### src/rtl/uart_tx_fifo.sv
// Byte FIFO with a launch sequencer that feeds a UART transmitter one byte per frame.
// Overflow is reported through a sticky flag; writers are never stalled.
module uart_tx_fifo #(
    parameter int DEPTH_LOG2 = 4
) (
    input  logic                clk,
    input  logic                rst,
    input  logic                wr_en,
    input  logic [7:0]          wr_data,
    input  logic                clr_overflow,
    output logic                full,
    output logic                empty,
    output logic [DEPTH_LOG2:0] count,
    output logic                overflow,
    output logic                busy,
    output logic                uart_transmit,
    output logic [7:0]          uart_tx_byte,
    input  logic                uart_is_transmitting
);

    localparam int DEPTH = 1 << DEPTH_LOG2;

    typedef enum logic [1:0] {
        S_IDLE      = 2'd0,
        S_LAUNCH    = 2'd1,
        S_WAIT_DONE = 2'd2
    } state_t;

    state_t                state;
    state_t                state_next;
    logic [7:0]            mem [DEPTH];
    logic [DEPTH_LOG2-1:0] wr_ptr;
    logic [DEPTH_LOG2-1:0] rd_ptr;
    logic                  wr_accept;
    logic                  pop;

    // Handshake: a write is taken on any edge with wr_en && !full (no ready back to the
    // writer); towards the UART, uart_transmit stays high until uart_is_transmitting
    // acknowledges it, and the next byte is not offered until that line falls again.
    assign full          = (count == (DEPTH_LOG2 + 1)'(DEPTH));
    assign empty         = (count == '0);
    assign wr_accept     = wr_en && !full;
    assign pop           = (state == S_IDLE) && !empty && !uart_is_transmitting;
    assign uart_transmit = (state == S_LAUNCH);
    assign busy          = !empty || (state != S_IDLE);

    // Storage array is left unreset; only the pointers define valid contents.
    always_ff @(posedge clk) begin
        if (!rst && wr_accept) begin
            mem[wr_ptr] <= wr_data;
        end
    end

    always_ff @(posedge clk) begin
        if (rst) begin
            wr_ptr       <= '0;
            rd_ptr       <= '0;
            count        <= '0;
            overflow     <= 1'b0;
            uart_tx_byte <= 8'h00;
            state        <= S_IDLE;
        end else begin
            state <= state_next;
            if (wr_accept) begin
                wr_ptr <= wr_ptr + DEPTH_LOG2'(1);
            end
            if (pop) begin
                uart_tx_byte <= mem[rd_ptr];
                rd_ptr       <= rd_ptr + DEPTH_LOG2'(1);
            end
            case ({wr_accept, pop})
                2'b10:   count <= count + (DEPTH_LOG2 + 1)'(1);
                2'b01:   count <= count - (DEPTH_LOG2 + 1)'(1);
                default: count <= count;
            endcase
            // A dropped write in the same cycle as a clear leaves the flag set.
            if (wr_en && full) begin
                overflow <= 1'b1;
            end else if (clr_overflow) begin
                overflow <= 1'b0;
            end
        end
    end

    always_comb begin
        state_next = state;
        case (state)
            S_IDLE: begin
                if (pop) begin
                    state_next = S_LAUNCH;
                end
            end
            S_LAUNCH: begin
                if (uart_is_transmitting) begin
                    state_next = S_WAIT_DONE;
                end
            end
            S_WAIT_DONE: begin
                if (!uart_is_transmitting) begin
                    state_next = S_IDLE;
                end
            end
            default: state_next = S_IDLE;
        endcase
    end

endmodule

### config.mk
export PLATFORM = sky130hd
export DESIGN_NAME = uart_tx_fifo
export DESIGN_NICKNAME = d
export VERILOG_FILES = /design/src/rtl/uart_tx_fifo.sv
export SDC_FILE = /design/constraint.sdc
export NUM_CORES = 1
export LEC_CHECK = 0
export CORE_MARGIN = 2
export CORE_UTILIZATION = 35
export DETAILED_ROUTE_END_ITERATION = 8
export PLACE_DENSITY = 0.54
export SKIP_CTS_REPAIR_TIMING = 1
export SYNTH_ARGS = -nofsm -noshare
export SYNTH_HDL_FRONTEND = slang
export SYNTH_SLANG_ARGS = --single-unit
### constraint.sdc
create_clock -name clk -period 3.5 [get_ports clk]
set_clock_uncertainty 0.2 [all_clocks]
set_input_delay 0.7 -clock clk [delete_from_list [all_inputs] [get_ports clk]]
set_output_delay 0.7 -clock clk [all_outputs]
set_load 0.01 [all_outputs]
# ---- Word level (Yosys, flattened, before mapping)
# Memory sizes are Yosys's and may differ from the RTL's. A register that Yosys moved wholly into a read port is not among the register bits.
# Cells that the tools add are included.
dict set report word_totals {
  register_bits 16
  mem_bits_rw 128
  in_bits 13
  out_inout_bits 18
  word_cells 43
  n_memories 1
}
# memory words word_bits rd rd_clocked_by_memory_dff wr line_no
set memory_table {}
lappend memory_table {mem 16 8 1 1 1 31} ;# logic [7:0] mem [DEPTH];
dict set report classes {
  addsub 4
  n_eq_ne 8
  n_mux 9
  n_reduce_logical 16
}
# operator count
set ops {}
lappend ops {{5-bit one-hot mux with 2 select lines} 1}
lappend ops {{4-bit by 1-bit adder with 4-bit output (second input constant)} 2}
lappend ops {{2-bit two-way mux} 3}
lappend ops {{2-bit one-hot mux with 3 select lines} 1}
lappend ops {{2-bit nonzero test} 3}
lappend ops {{5-bit by 1-bit adder with 5-bit output (second input constant)} 1}
lappend ops {{5-bit == test (second input constant)} 1}
lappend ops {{1-bit logical AND} 5}
lappend ops {{5-bit zero test} 1}
lappend ops {{5-bit by 1-bit subtractor with 5-bit output (second input constant)} 1}
lappend ops {{2-bit by 1-bit == test with 1-bit output (second input constant)} 2}
lappend ops {{2-bit == test (second input constant)} 2}
lappend ops {{1-bit zero test} 4}
lappend ops {{1-bit two-way mux} 4}
lappend ops {{2-bit != test (second input constant)} 2}
lappend ops {{3-bit AND reduction} 1}
lappend ops {{2-bit zero test} 1}
lappend ops {{2-bit by 1-bit != test with 1-bit output (second input constant)} 1}
lappend ops {{1-bit logical OR} 1}

# ---- Longest topological paths before layout
# Gate-level depths: netlist (run 1).
dict set report logic_depth {
  depth_word 6
  depth_mapped 10
  ltp_nobuf 9
}

# ---- Worst setup path after synthesis (run 1)
# OpenSTA, ideal clock, no wires.
dict set report synth_timing {
  path_type {input -> register}
  from {input port uart_is_transmitting}
  to {register count[4]}
  setup_time_ps 121
  t_arrival_ps 2907
  t_required_ps 3179
  setup_slack_ps 272
  cell_stages 9
  path_buffers 1
  cell_sequence {nor3_1 a21boi_2 buf_4 ha_1 ha_1 a21o_1 a21oi_1 mux2i_1 mux2_2}
}
dict set report synth_between {
  elab_chain_len 4
  word_cells_on_any_way 6
  classes_between {2 x eq/ne; 1 x mux; 3 x reduce/logical}
}
# item line_no
set synth_rtl {}
lappend synth_rtl {{start: declaration} 18} ;# input logic uart_is_transmitting
lappend synth_rtl {{1-bit zero test *} n/a}
lappend synth_rtl {{1-bit logical AND *} 43} ;# assign pop = (state == S_IDLE) && !empty && !uart_is_transmitting;
lappend synth_rtl {{named net pop} 35} ;# logic pop;
lappend synth_rtl {{2-bit by 1-bit == test with 1-bit output or 2-bit == test (tied branches)} 71} ;# case ({wr_accept, pop})
lappend synth_rtl {{5-bit one-hot mux with 2 select lines or 2-bit nonzero test (tied branches)} n/a}
lappend synth_rtl {{end signal: assignment} 72} ;# 2'b10: count <= count + (DEPTH_LOG2 + 1)'(1);
lappend synth_rtl {{end signal: assignment} 73} ;# 2'b01: count <= count - (DEPTH_LOG2 + 1)'(1);
lappend synth_rtl {{end signal: assignment} 74} ;# default: count <= count;
lappend synth_rtl {{end: declaration} 13} ;# output logic [DEPTH_LOG2:0] count,
# Mark *: on every way through the listed nets, which the timed path passes. The rest lies on a longest branch.
# A chain may end at the register's enable or synchronous reset.

# ---- Worst setup path in the final report (run 1)
dict set report layout_timing {
  from {register count[0]}
  to {output port busy}
}
dict set report layout_between {
  elab_chain_len 3
}
# item line_no
set layout_rtl {}
lappend layout_rtl {{5-bit zero test} 41} ;# assign empty = (count == '0);
lappend layout_rtl {{1-bit zero test} 45} ;# assign busy = !empty || (state != S_IDLE);
lappend layout_rtl {{1-bit logical OR} 45}
lappend layout_rtl {{end: declaration} 15} ;# output logic busy,
# No other way between the ends.

==> results.cfg, run 1 <==
[worst_hold_path]
min_from = uart_tx_byte[2]$_SDFFE_PP0P_
hold_depth = 2
holdPathEnd = uart_tx_byte[2]$_SDFFE_PP0P_
hold_path.class = register to register

[cells_and_area]
stdcell_area_um2 = 7350
areaGrowthSynthToFinish_pct = 20.2
fin_nets = 456
drive_gt1_share_pct = 13.9
fill_cells = 1585
diodes = 0
utilization_pct = 42.8

[worst_setup_path]
cpPeakStageDelay_ps = 710
ff2ff_path_depth = 9
crit_chain = or4_1 -> nor3_1 -> nand2b_1 -> clkdlybuf4s50_1
rr_startpoint = count[0]$_SDFFE_PP0P_
worstPathArrival_ps = 2330
reg2reg_slack_ps = 560
cp-end-kind = output port
timing.critical_path.buf_inv = 1
cp_slowest_cell = or4_1
critPathKind = register to output port
crit_family = simple AND/OR/NAND/NOR gates
worst-path-max-fanout = 7
cp.required_ps = 2600
worst_setup_path_start_kind = register
r2r-end = count[4]$_SDFFE_PP0P_

[synth]
synth-seq-cells = 152
syn_inst = 379
synth_top_flop_cell = edfxtp_1
synth_top_area_share_pct = 62.8
ys_warn_count = 0
avgSynthCellArea_um2 = 16.2
synth_edf_count = 128
syn_nets = 402
post-synth-top-count-cell = edfxtp_1
synth_area_um2 = 6120
synth_area_leader_cell = edfxtp_1
synth_top_cells_by_count = edfxtp_1, mux2i_1, nor2_1, dfxtp_1, o22ai_1
yosysUniqueCellTypes = 45
synth_area_leaders = edfxtp_1, dfxtp_1, mux2i_1
async_flop_share_pct = 0
ys_seq_area_share_pct = 70.6

[die]
dieArea_um2 = 18600
num_io_pins = 31
row_count = 48
die_w_um = 136
core_area_um2 = 17200
start_util_pct = 35.6
die_y_um = 136

[routing]
drtIter0Drc = 189
drt-pass1-iter-count = 4
drc = 0
wl_per_cell_um = 19.4
routed_wl_mm = 13.0
final_antenna_net_count = 0
via_per_inst = 5.07
vias = 3404

[cts]
root_buffer = clkbuf_16
clk_latency_ps = 420
cts_made_buffers = 17
cts_buffer_depth = 2
cts_max_level = 4
path_clk_slew_ps = 60
numClockSinks = 152
cts_tree = done

[timing]
rsz0062_at_grt = no
maxSlewViolCount = 0
report.final.hold_viol_count = 0
fin_crit_sh_pct = 92.3
finalSetupTns_ps = 0
slew_headroom_pct = 49.1
tightest_slew_ps = 744
period_needed_ps = 3230
max_clock_freq_ghz = 0.309
hold_ws_ps = 308
setup_viol = 0

[power]
ir_drop_uv = 391
p_per_area_nw_per_um2 = 651
leakagePower_uw = 0.00238

[placed_design]
hpwl_mm = 8.64
placed_cell_area_um2 = 6800
place_congestion = 0.783
port_buffers = 30

[grt]
antenna_found_initial = 0
grt_overflow = 0
grt_first_pass_wirelength_mm = 19.9
grt_pass1_vias = 3370
track_usage_pct = 15.0
grt_max_degree = 29

[flow_run]
drv_cap = 0

[run_status]
status = completed
==> registers in the layout (all words and copies together), names as in the netlist <==
name,count
mem,128
uart_tx_byte,8
count,5
rd_ptr,4
wr_ptr,4
state,2
overflow,1
==> tightest hold or removal path, cell delays in order, from the launching register on <==
cell      delay [ps]
dfxtp_1          310
nor2_1           100
a211oi_1          50
==> per-stage QoR <==
step | setup slack, ps | instances | total power [uW]
after CTS | 222 | 671 | 4840
after floorplan | 272 | 379 | 2720
after global placement | 127 | 639 | 3100
final | 268 | 671 | 4790
after detailed placement | 47.7 | 639 | 3110
after global routing | 115 | 671 | 5010
==> cells in the final DEF (no fill, tap or decap), drive strengths merged, types with 6 or more instances in the layout <==
cell type	synthesis	layout
dfxtp	24	24
o22ai	22	22
edfxtp	128	128
xor2	6	6
mux2i	48	48
buf	15	25
clkdlybuf4s50	0	30
clkinv	0	6
clkbuf	5	19
a2111oi	6	6
ha	9	9
a211oi	6	6
nor2	45	45
mux4	10	10
inv	4	8
==> report_power, final <==
group | switching [uW] | total (uW) | internal, uW
clock | 686 | 1730 | 1040
combinational | 464 | 892 | 428
sequential | 97.0 | 2160 | 2070
==> area by class of cell <==
class	count	area, um2	share of cell area, %
Tap cell	225	282	3.83
Timing Repair Buffer	55	500	6.81
Clock inverter	13	126	1.72
Multi-Input combinational cell	203	1670	22.7
Sequential cell	152	4330	58.8
Clock buffer	19	433	5.89
Inverter	4	15.0	0.204
==> worst max path at each step <==
stage	cells after the start	end	from	slack, ps
floorplan	9	count[4]$_SDFFE_PP0P_	uart_is_transmitting	270
global placement	9	count[4]$_SDFFE_PP0P_	uart_is_transmitting	130
detailed placement	9	count[4]$_SDFFE_PP0P_	uart_is_transmitting	50
CTS	4	busy	count[0]$_SDFFE_PP0P_	220
global route	4	busy	count[0]$_SDFFE_PP0P_	120
finish	4	busy	count[0]$_SDFFE_PP0P_	270
==> layer usage <==
layer,vias up,wire length [um],GRT usage [%]
met3,19,608,3.62
met5,-,0,0
li1,1591,-,-
met4,0,193,5.38
met2,76,6100,23.4
met1,1718,6130,20.5
==> cells by family after synthesis <==
| group | count (synthesis) | synth area share [%] |
|---|---|---|
| mux | 59 | 12.0 |
| simple gates | 73 | 5.66 |
| flops | 152 | 70.6 |
| fa+ha+maj | 10 | 2.17 |
| buf+inv | 24 | 2.02 |
| xor+xnor | 10 | 1.43 |
| compound gates | 51 | 6.05 |
No activity file was read; power rests on OpenSTA's default activity.
==> run 2, diff against run 1 <==
--- a/config.mk
+++ b/config.mk
@@ -7,9 +7,11 @@
 export LEC_CHECK = 0
 export CORE_MARGIN = 2
 export CORE_UTILIZATION = 35
+export CTS_CLUSTER_DIAMETER = 30
 export DETAILED_ROUTE_END_ITERATION = 8
 export PLACE_DENSITY = 0.54
 export SKIP_CTS_REPAIR_TIMING = 1
 export SYNTH_ARGS = -nofsm -noshare
 export SYNTH_HDL_FRONTEND = slang
 export SYNTH_SLANG_ARGS = --single-unit
+export TNS_END_PERCENT = 5
==> results of run 2 <==
Final layout, timing and power as in run 1 (identical DEF).
==> run 3, diff against run 2 <==
--- a/config.mk
+++ b/config.mk
@@ -6,10 +6,10 @@
 export NUM_CORES = 1
 export LEC_CHECK = 0
 export CORE_MARGIN = 2
-export CORE_UTILIZATION = 35
+export CORE_UTILIZATION = 59
 export CTS_CLUSTER_DIAMETER = 30
 export DETAILED_ROUTE_END_ITERATION = 8
-export PLACE_DENSITY = 0.54
+export PLACE_DENSITY = 0.81
 export SKIP_CTS_REPAIR_TIMING = 1
 export SYNTH_ARGS = -nofsm -noshare
 export SYNTH_HDL_FRONTEND = slang
==> run 3 against run 2 <==
Global-route usage grew 9.3 points. Routed wire length decreased by 1.7%. Largest power group unchanged. Fmax shrank 3.4%. Highest routed layer unchanged.
==> results.cfg, run 3 (synthesized netlist as in run 1, its figures left out) <==
[worst_setup_path]
worst-path-max-fanout = 7
r2r-end = count[4]$_SDFFE_PP0P_
rr_startpoint = count[0]$_SDFFE_PP0P_
cp-end-kind = output port
critPathKind = register to output port
worst_setup_path_start_kind = register
ff2ff_path_depth = 9
cp.required_ps = 2600
worstPathArrival_ps = 2450
reg2reg_slack_ps = 550

[cts]
numClockSinks = 152
root_buffer = clkbuf_8
cts_max_level = 4
path_clk_slew_ps = 60
cts_tree = done
cts_made_buffers = 17
clk_latency_ps = 530
cts_buffer_depth = 2

[cells_and_area]
areaGrowthSynthToFinish_pct = 18.9
drive_gt1_share_pct = 14.2
top_register = mem
reg.largest.list = mem: 128 flops, uart_tx_byte: 8 flops, count: 5 flops
final_cell_mix = edfxtp_1, mux2i_1, nor2_1
multiInputGateArea_um2 = 1670
utilization_pct = 71.5
largest_reg_flops = 128
final_common_cell = edfxtp_1
fin_nets = 454
diodes = 0
regArea_um2 = 4330
fill_cells = 631

[grt]
grt_first_pass_wirelength_mm = 19.5
grt_pass1_vias = 3526
antenna_found_initial = 0
grt_max_degree = 28
track_usage_pct = 24.4
grt_overflow = 0

[worst_hold_path]
hold_depth = 2
holdPathEnd = uart_tx_byte[1]$_SDFFE_PP0P_
hold_path.class = register to register
min_from = uart_tx_byte[1]$_SDFFE_PP0P_

[timing]
report.final.hold_viol_count = 0
slew_headroom_pct = 46.4
finalSetupTns_ps = 0
setup_viol = 0
tightest_slew_ps = 803
rsz0062_at_grt = no
setup_ws_ps = 154
max_clock_freq_ghz = 0.299
period_needed_ps = 3350
maxSlewViolCount = 0
fin_crit_sh_pct = 95.6

[power]
swShare_pct = 25.4
leakagePower_uw = 0.00239
switchingPower_uw = 1260
power_frac_clock_pct = 38.5
p_per_area_nw_per_um2 = 684
p_int_uw = 3720
seqPwrFrac_pct = 43.6
p_comb_share_pct = 17.9
ir_drop_uv = 474

[routing]
drtIter0Drc = 512
via_per_inst = 6.09
final_antenna_net_count = 0
drt-pass1-iter-count = 5
drc = 0
vias = 3530
wl_per_cell_um = 22.1
routed_wl_mm = 12.8

[placed_design]
pre_cts_slack_ps = 55.5
hpwl_mm = 8.02
place_congestion = 0.869
port_buffers = 30

[die]
core_area_um2 = 10200
die_w_um = 106
die_y_um = 106
row_count = 37
dieArea_um2 = 11200
start_util_pct = 60.1
num_io_pins = 31

[run_status]
status = completed

[flow_run]
drv_cap = 0
## run 3: cell count changes in the layout (fill, tap and decap cells not counted), sizes merged
cell,change
clkbuf,-1
clkinvlp,+1
bufinv,+3
buf,-2
inv,-3
## run 3: worst max-delay path: stages, from the launching register on
cell	delay (ps)
dfxtp_1	380
or4_1	710
nor3_1	270
nand2b_1	80
clkdlybuf4s50_1	480
## run 3: metrics by stage
| step | hold slack (ps) | cell area, um2 | cells | power [uW] |
|---|---|---|---|---|
| 2_1_floorplan | 278 | 6120 | 379 | 2720 |
| 3_3_place_gp | 291 | 6660 | 548 | 3040 |
| 3_5_place_dp | 292 | 6660 | 548 | 3080 |
| 4_1_cts | 304 | 7280 | 580 | 4990 |
| 5_1_grt | 325 | 7280 | 580 | 5170 |
| 6_report | 302 | 7280 | 580 | 4980 |
## run 3: layer usage
layer	vias to the layer above	routed length, um	global-route usage [%]
li1	1586	-	-
met1	1756	5220	32.5
met2	160	6230	39.5
met3	28	1040	5.63
met4	0	318	9.02
met5	-	0	0
## run 3: power groups by stage
stage / Clock [uW] / Combinational, uW / Sequential (uW)
2_1_floorplan: 0 / 523 / 2200
3_3_place_gp: 0 / 852 / 2190
3_5_place_dp: 0 / 872 / 2210
4_1_cts: 1930 / 890 / 2170
5_1_grt: 2020 / 967 / 2180
6_report: 1920 / 890 / 2170
## run 3: layout make-up
cell class                 count  share of cell area [%]
sequential                   152                    59.4
timing repair buffer          53                    6.50
clock inverter                14                    2.80
tap                          136                    2.34
clock buffer                  18                    5.74
inverter                       4                   0.206
multi-input combinational    203                    23.0
## run 3: worst max-delay path by stage
stage | from | end | slack (ps) | cells after the start
6_report | count[0]$_SDFFE_PP0P_ | busy | 150 | 4
5_1_grt | count[0]$_SDFFE_PP0P_ | busy | 30 | 4
4_1_cts | count[0]$_SDFFE_PP0P_ | busy | 130 | 4
3_5_place_dp | uart_is_transmitting | count[4]$_SDFFE_PP0P_ | 60 | 9
3_3_place_gp | uart_is_transmitting | count[4]$_SDFFE_PP0P_ | 140 | 9
2_1_floorplan | uart_is_transmitting | count[4]$_SDFFE_PP0P_ | 270 | 9
